**src/rtl/alu_issue_stage.sv**
```systemverilog
// Execute-stage input register ahead of the ALU: valid/ready intake, operand B select,
// writeback forwarding on capture and while held, and a 2-entry skid buffer.
module alu_issue_stage #(
    parameter int unsigned dataWidth    = 32,
    parameter int unsigned selectWidth  = 4,
    parameter int unsigned regAddrWidth = 5
) (
    input  logic                    clk,
    input  logic                    reset,
    input  logic                    flush,

    input  logic                    inValid,
    output logic                    inReady,
    input  logic [dataWidth-1:0]    rs1Data,
    input  logic [dataWidth-1:0]    rs2Data,
    input  logic [regAddrWidth-1:0] rs1Addr,
    input  logic [regAddrWidth-1:0] rs2Addr,
    input  logic [regAddrWidth-1:0] rdAddrIn,
    input  logic [dataWidth-1:0]    immediate,
    input  logic                    useImm,
    input  logic [selectWidth-1:0]  ALUSelectIn,

    input  logic                    fwdValid,
    input  logic [regAddrWidth-1:0] fwdAddr,
    input  logic [dataWidth-1:0]    fwdData,

    output logic                    outValid,
    input  logic                    outReady,
    output logic [dataWidth-1:0]    inputA,
    output logic [dataWidth-1:0]    inputB,
    output logic [selectWidth-1:0]  ALUSelect,
    output logic [regAddrWidth-1:0] rdAddrOut
);

    typedef struct packed {
        logic [dataWidth-1:0]    op_a;
        logic [dataWidth-1:0]    op_b;
        logic [regAddrWidth-1:0] rs1;
        logic [regAddrWidth-1:0] rs2;
        logic                    use_imm;
        logic [selectWidth-1:0]  sel;
        logic [regAddrWidth-1:0] rd;
    } entry_t;

    // Overwrite register-sourced operands that writeback is updating this cycle.
    function automatic entry_t snoop_entry(
        input entry_t                    e,
        input logic                      fv,
        input logic [regAddrWidth-1:0]   fa,
        input logic [dataWidth-1:0]      fd
    );
        entry_t r;
        logic   hit;
        r   = e;
        hit = fv && (fa != '0);
        if (hit && (e.rs1 == fa)) begin
            r.op_a = fd;
        end
        if (hit && !e.use_imm && (e.rs2 == fa)) begin
            r.op_b = fd;
        end
        return r;
    endfunction

    entry_t main_q, main_d;
    entry_t skid_q, skid_d;
    logic   main_valid_q, main_valid_d;
    logic   skid_valid_q, skid_valid_d;
    logic   in_ready_q, in_ready_d;

    entry_t new_entry;
    entry_t main_snp;
    entry_t skid_snp;
    logic   accept;
    logic   transfer;
    logic   fwd_rs1;
    logic   fwd_rs2;

    assign accept   = inValid && in_ready_q;
    assign transfer = main_valid_q && outReady;

    // Capture path: x0 never takes a forwarded value.
    always_comb begin
        fwd_rs1 = fwdValid && (fwdAddr == rs1Addr) && (rs1Addr != '0);
        fwd_rs2 = fwdValid && (fwdAddr == rs2Addr) && (rs2Addr != '0);

        new_entry         = '0;
        new_entry.op_a    = fwd_rs1 ? fwdData : rs1Data;
        new_entry.op_b    = useImm ? immediate : (fwd_rs2 ? fwdData : rs2Data);
        new_entry.rs1     = rs1Addr;
        new_entry.rs2     = rs2Addr;
        new_entry.use_imm = useImm;
        new_entry.sel     = ALUSelectIn;
        new_entry.rd      = rdAddrIn;
    end

    always_comb begin
        main_snp     = snoop_entry(main_q, fwdValid, fwdAddr, fwdData);
        skid_snp     = snoop_entry(skid_q, fwdValid, fwdAddr, fwdData);
        main_d       = main_snp;
        skid_d       = skid_snp;
        main_valid_d = main_valid_q;
        skid_valid_d = skid_valid_q;

        if (!main_valid_q) begin
            if (accept) begin
                main_valid_d = 1'b1;
                main_d       = new_entry;
            end
        end else if (transfer) begin
            // A full skid implies inReady was low, so no accept can collide here.
            if (skid_valid_q) begin
                main_d       = skid_snp;
                skid_valid_d = 1'b0;
            end else if (accept) begin
                main_d = new_entry;
            end else begin
                main_valid_d = 1'b0;
            end
        end else if (accept) begin
            skid_valid_d = 1'b1;
            skid_d       = new_entry;
        end

        if (flush) begin
            main_valid_d = 1'b0;
            skid_valid_d = 1'b0;
        end

        in_ready_d = !skid_valid_d;
    end

    always_ff @(posedge clk or negedge reset) begin
        if (!reset) begin
            main_q       <= '0;
            skid_q       <= '0;
            main_valid_q <= 1'b0;
            skid_valid_q <= 1'b0;
            in_ready_q   <= 1'b1;
        end else begin
            main_q       <= main_d;
            skid_q       <= skid_d;
            main_valid_q <= main_valid_d;
            skid_valid_q <= skid_valid_d;
            in_ready_q   <= in_ready_d;
        end
    end

    assign inReady   = in_ready_q;
    assign outValid  = main_valid_q;
    assign inputA    = main_q.op_a;
    assign inputB    = main_q.op_b;
    assign ALUSelect = main_q.sel;
    assign rdAddrOut = main_q.rd;

endmodule

```
**config.mk**
```make
export PLATFORM = sky130hd
export DESIGN_NAME = alu_issue_stage
export DESIGN_NICKNAME = d
export VERILOG_FILES = /design/src/rtl/alu_issue_stage.sv
export SDC_FILE = /design/constraint.sdc
export NUM_CORES = 1
export LEC_CHECK = 0
export CORE_ASPECT_RATIO = 1.1
export CORE_UTILIZATION = 35
export DETAILED_ROUTE_END_ITERATION = 6
export PLACE_DENSITY_LB_ADDON = 0.3
export REMOVE_ABC_BUFFERS = 1
export SYNTH_ARGS = -nofsm -noshare
export SYNTH_HDL_FRONTEND = slang
export SYNTH_SLANG_ARGS = --single-unit
```
**constraint.sdc**
```tcl
create_clock -name clk -period 3.61 [get_ports clk]
set_input_delay 1.083 -clock clk [delete_from_list [all_inputs] [get_ports clk]]
set_output_delay 1.083 -clock clk [all_outputs]
set_load 0.005 [all_outputs]
```
==> run summary, run 1 <==
Run status - finished, final reports clean
Vias post-DR - 9,158
Worst IR Drop VDD - 245 uV
Placer congestion estimate - 0.814
Cell leakage power - 0.00574 uW
Post-CTS sizing - 0
Post-synth cell types - 40
Final Cycle Share - 86.8%
Post-synthesis register bit count - 171
Yosys warnings - 0
First-pass GRT wire length - 54.4 mm
Initial Util - 35.6%
Initial antenna violation count - 1
Initial DRC count - 817
Die Area - 0.0308 mm2
Max Cap Violations - 0
TritonRoute pass-1 iters - 7
Placement Setup Slack - 0.0715 ns
DR vias/cell - 5.87
Final global-route overflow total - 0
Final setup violating endpoints - 0
Max Slew Vio Count - 0
Data arrival time of the critical path - 3.41 ns
HP Class - register to register
Final Skew - 0.0149 ns
Fin crit period - 3.13 ns
Worst-Skew Late Latency - 0.44 ns
Setup repair after global routing missed its margin - no
Post-DRT Antenna Nets - 0
Critical Path Sink Type - register
CTS clk-pin slew, worst paths - 0.07 ns
Util after Layout - 46.1%
Layout Cells excl Fill - 1,561
Root Buffer - clkbuf_16
Max Freq - 319 MHz
PwrDens - 504 mW/mm2
Dpl hpwl - 22.0 mm
Post-CTS setup buffers - 0
# hold bufs at CTS - 0
Synth Flop Type - dfrtp_1
Crit Path Category - input port to register
Rel. slew slack - 27.4%
DRC viols - 0
Fin. Hold Viols - 0
Setup ws final - 0.477 ns
CTS Buf Count - 17
Clk sink count - 171
Port bufs - 233
Post-synthesis cell area - 0.0106 mm2
Post-Route WL - 35.2 mm
CTS max path bufs - 2
Data required time of the critical path - 3.89 ns
I/O pins - 234
Share of cells above drive strength 1 - 10.3%
Async SR Flop Fraction - 100%
TritonCTS clock tree - yes
Synth-to-layout area growth - 29.5%
Row cnt - 66
Syn_area_per_cell - 10.1 um2
Largest net degree at the start of global routing - 85
Placed cells - 1,528
Drt wl/cell - 22.5 um
CTS HTree Levels - 4
GRT Total Usage - 22.8%
Worst slew pin tran - 1.09 ns
Die width - 168 um
Crit path max fanout - 22
Crit start category - input port
Placeable Area - 0.0296 mm2
Die Y - 184 um
Area contributors post-synth - dfrtp_1 40%, mux2i_1 15%, o221ai_1 8.0%, buf_4 5.4%, nand2_1 4.6%
Post-synth top area share - 40.3%
TNS Setup - 0 ns
Post-synthesis sequential area ratio - 40.6%
Gate Count Post-Synth - 1,040
Layout net count - 1,332
Dominant cell type by area after synthesis - dfrtp_1
EDFF count, synth - 0
Vias in the first global route - 9,237
[flip-flops by register name, summed over array words and instances, names as in the netlist]
register and flops:
skid_q 84, inputA 32, inputB 32, main_q 11, rdAddrOut 5, ALUSelect 4, inReady 1, outValid 1
skid_valid_q 1
[routing by layer]
metal  global-route usage [%]  wire, um  part of all wire, %
met1                     29.5     15200                   43
met2                     37.7     16800                   48
met3                     6.10      2660                  7.6
met4                     6.09       497                  1.4
met5                        0         0                    0
[cells in the mapped netlist (25+ instances only)]
master    count
a21o_1       32
a22o_1       32
buf_4        76
clkbuf_1     60
dfrtp_1     170
mux2i_1     160
nand2_1     128
nand2b_1     32
o21ai_0      33
o221ai_1     96
o22a_1       32
o22ai_1      40
xnor2_1      25
[cells by family after synthesis]
kind of cell              count (synthesis)  synth area share (%)
and+or+nand+nor                         181                  7.74
muxes                                   160                  15.2
buffers and inverters                   169                  9.32
DFF                                     171                  40.6
xor gates and xnor gates                 30                  2.49
AOI/OAI and AO/OA                       329                  24.7
[layout make-up]
| cell class | instances | area, um2 |
|---|---|---|
| clock buffers | 19 | 433 |
| fillers | 2732 | 16000 |
| inverters | 2 | 7.51 |
| flip-flops and latches | 171 | 4280 |
| multi-input cells | 700 | 5430 |
| clock inverters | 13 | 158 |
| well taps | 374 | 468 |
| diodes | 1 | 2.50 |
| repair buffers | 281 | 2890 |
[layout by cell type (no fill, tap or decap), drive strengths merged, types with 25 or more instances in the layout]
cell and n:
xnor2 25, mux2i 160, o21ai 35, dfrtp 170
clkdlybuf4s50 231, o221a 32, o22ai 40, o22a 32
buf 50, a21o 32, nand2 128, o221ai 96
nand2b 32, a22o 32
[power by group]
group / total (uW) / switching [uW] / internal [uW]
logic: 2190 / 977 / 1210
registers: 2800 / 329 / 2470
clock network: 1900 / 856 / 1040
[worst max-delay path: stages]
cell and delay (ns):
clkdlybuf4s50_1 0.60, or4_4 0.20, o211ai_1 0.10, buf_4 0.18, or3_2 0.50, buf_12 0.20, o221ai_1 0.34, o221ai_1 0.20
[worst paths after layout]
kind                             from         end  slack [ns]  depth (start not counted)
max                        fwdAddr[2]   inputB[9]        0.48                          8
min                         skid_q[7]   skid_q[7]        0.48                          2
max reg2reg                main_q[11]   inputB[9]        1.32                          7
min reg2reg                 skid_q[7]   skid_q[7]        0.48                          2
max in group asynchronous       reset  inputA[31]        2.17                          2
min in group asynchronous       reset  skid_q[52]        0.66                          1
[through the flow]
stage               hold slack [ns]  total power (uW)  area (um2)
floorplan                     0.446              3970        9570
global placement              0.463              4940       13100
detailed placement            0.467              5010       13100
CTS                           0.489              6920       13700
global route                  0.523              7260       13700
finish                        0.485              6880       13700
Power figures use the tool's default switching activity.
==> inputs of run 2 (changes only) <==
--- a/config.mk
+++ b/config.mk
@@ -13,3 +13,4 @@
 export SYNTH_ARGS = -nofsm -noshare
 export SYNTH_HDL_FRONTEND = slang
 export SYNTH_SLANG_ARGS = --single-unit
+export TNS_END_PERCENT = 1
==> results of run 2 <==
Final layout, timing and power as in run 1 (identical DEF).
==> inputs of run 3 (changes only) <==
--- a/config.mk
+++ b/config.mk
@@ -6,6 +6,7 @@
 export NUM_CORES = 1
 export LEC_CHECK = 0
 export CORE_ASPECT_RATIO = 1.1
+export CORE_MARGIN = 10
 export CORE_UTILIZATION = 35
 export DETAILED_ROUTE_END_ITERATION = 6
 export PLACE_DENSITY_LB_ADDON = 0.3
==> run summary, run 3 (synthesis gave the netlist of run 1 again) <==
Run status - finished, final reports clean
Max Cap Violations - 0 (unchanged)
R2R depth - 7 (unchanged)
Most frequent cells in the layout - 231 x clkdlybuf4s50_1, 170 x dfrtp_1, 160 x mux2i_1
Post-CTS setup buffers - 0 (unchanged)
Placement Setup Slack - 0.0257 ns (-0.0458 ns)
TritonRoute pass-1 iters - 7 (unchanged)
Initial Util - 35.6% (unchanged)
Dpl hpwl - 25.3 mm (+15%)
Crit start category - input port
Max Slew Vio Count - 0 (unchanged)
Final Cycle Share - 87.0% (+0.26 points)
Worst hold path stage count - 2 (unchanged)
Max Freq - 318 MHz (-0.30%)
Comb pwr share - 31.1% (-0.7 points)
Fin. Hold Viols - 0 (unchanged)
First-pass GRT wire length - 58.9 mm (+8.2%)
Worst slew pin tran - 1.00 ns (-0.0885 ns)
Util after Layout - 46.5% (+0.41 points)
Synth-to-layout area growth - 30.7%
Vias post-DR - 9,123 (-0.38%)
Post-CTS sizing - 0 (unchanged)
CTS clk-pin slew, worst paths - 0.07 ns (about the same)
Met1 Usage GRT - 26.6% (-2.9 points)
PwrDens - 519 mW/mm2 (+3.0%)
Max reg flops - 84 (unchanged)
Die Y - 202 um (+9.8%)
Initial DRC count - 549 (-33%)
Port bufs - 233 (unchanged)
Placeable Area - 0.0296 mm2 (unchanged)
Drt wl/cell - 24.5 um (+8.6%)
Grt met2 use - 31.9% (-5.7 points)
Crit Path Category - input port to register
Data arrival time of the critical path - 3.42 ns (about the same)
CTS HTree Levels - 4 (unchanged)
Multi-input logic area - 0.00543 mm2 (about the same)
Setup repair after global routing missed its margin - no
Reg power frac - 39.0% (-1.7 points)
Sw power - 2200 uW (+1.8%)
Worst hold slack - 0.483 ns (-0.00189 ns)
Worst IR Drop VDD - 282 uV (+15%)
Layout net count - 1,341 (+0.68%)
I/O pins - 234 (unchanged)
Final Cell Area - 0.0138 mm2 (+0.90%)
Final global-route overflow total - 0 (unchanged)
Clock power share - 29.9% (+2.3 points)
Setup ws final - 0.468 ns (-0.00939 ns)
Cell leakage power - 0.00582 uW (+1.4%)
Fin crit period - 3.14 ns (+0.00939 ns)
Largest register by flop count - skid_q
Die width - 186 um (+11%)
Reg2reg setup slack - 1.31 ns (about the same)
Data required time of the critical path - 3.89 ns (about the same)
HP Class - register to register
Met3 GRT Util - 4.90% (-1.2 points)
DP Area - 0.0131 mm2 (+0.31%)
Clk sink count - 171 (unchanged)
GRT Total Usage - 20.1% (-2.7 points)
Final Skew - 0.0106 ns (-0.00423 ns)
Most common cell after layout, fill and taps aside - clkdlybuf4s50_1
Number of fill cells - 2,777 (+1.6%)
DRC viols - 0 (unchanged)
Placer congestion estimate - 0.825 (+1.4%)
Crit path max fanout - 29 (+32%)
Final setup violating endpoints - 0 (unchanged)
# hold bufs at CTS - 0 (unchanged)
CTS max path bufs - 2 (unchanged)
DR vias/cell - 5.81 (-1.0%)
Largest net degree at the start of global routing - 85 (unchanged)
Post-Route WL - 38.4 mm (+9.3%)
Switching Fraction - 30.8% (-0.64 points)
Share of cells above drive strength 1 - 11.0% (+0.76 points)
Initial antenna violation count - 2 (+1)
GR peak layer - met2
Rel. slew slack - 33.1% (+5.6 points)
CTS Buf Count - 17 (unchanged)
Row cnt - 66 (unchanged)
Worst-Skew Late Latency - 0.43 ns (about the same)
Critical Path Sink Type - register
Vias in the first global route - 9,614 (+4.1%)
Post-DRT Antenna Nets - 0 (unchanged)
TritonCTS clock tree - yes
Root Buffer - clkbuf_16
Die Area - 0.0375 mm2 (+22%)
Reg area - 0.00428 mm2 (unchanged)
Int Pwr - 4950 uW (+4.9%)
-- run 3: changes by cell type in the layout (fill, tap and decap cells not counted) --
cell        previous run  this run
nor2_1                 1         2
clkbuf_8               0         1
clkbuf_1               2         0
buf_12                16        14
diode_2                1         2
inv_6                  4         3
buf_4                 32        43
bufinv_16              2         5
clkinvlp_4             3         2
nor2_2                 1         0
-- run 3: worst max-delay path, stage by stage --
cell             delay [ns]
clkdlybuf4s50_1        0.60
or4_4                  0.20
o21ai_4                0.05
or4_2                  0.71
buf_12                 0.24
mux2i_1                0.23
o22a_1                 0.17
o221ai_1               0.11
-- run 3: final timing paths --
| path | from | to |
|---|---|---|
| min in group asynchronous | reset | inputA[16] |
| max reg2reg | main_q[11] | inputB[12] |
| max | fwdAddr[2] | inputB[12] |
| min reg2reg | skid_q[3] | skid_q[3] |
| min | skid_q[3] | skid_q[3] |
| max in group asynchronous | reset | inputA[18] |
-- run 3: through the flow --
stage	setup TNS, ns	power (uW)	std cells
floorplan	-174.27	3970	873
global placement	0	4960	1537
detailed placement	0	5040	1537
CTS	0	7210	1569
global route	0	7560	1570
finish	0	7150	1571
-- run 3: power groups by stage --
stage	registers [uW]	logic (uW)	clock network, uW
global route	2850	2450	2260
CTS	2780	2240	2190
finish	2790	2220	2140
floorplan	2760	1200	0
global placement	2790	2170	0
detailed placement	2810	2220	0
-- run 3: per-layer routing --
metal | vias to the layer above | share of wire (%)
met5 | - | 0
met4 | 0 | 1.8
met3 | 30 | 7.2
met2 | 344 | 47
met1 | 4581 | 44
li1 | 4168 | -
-- run 3: layout make-up --
type	instances	area share, %
diodes	2	0.0363
clock inverters	14	1.68
inverters	2	0.0544
repair buffers	290	21.3
well taps	374	3.39
flip-flops and latches	171	31.0
multi-input cells	700	39.3
clock buffers	18	3.19
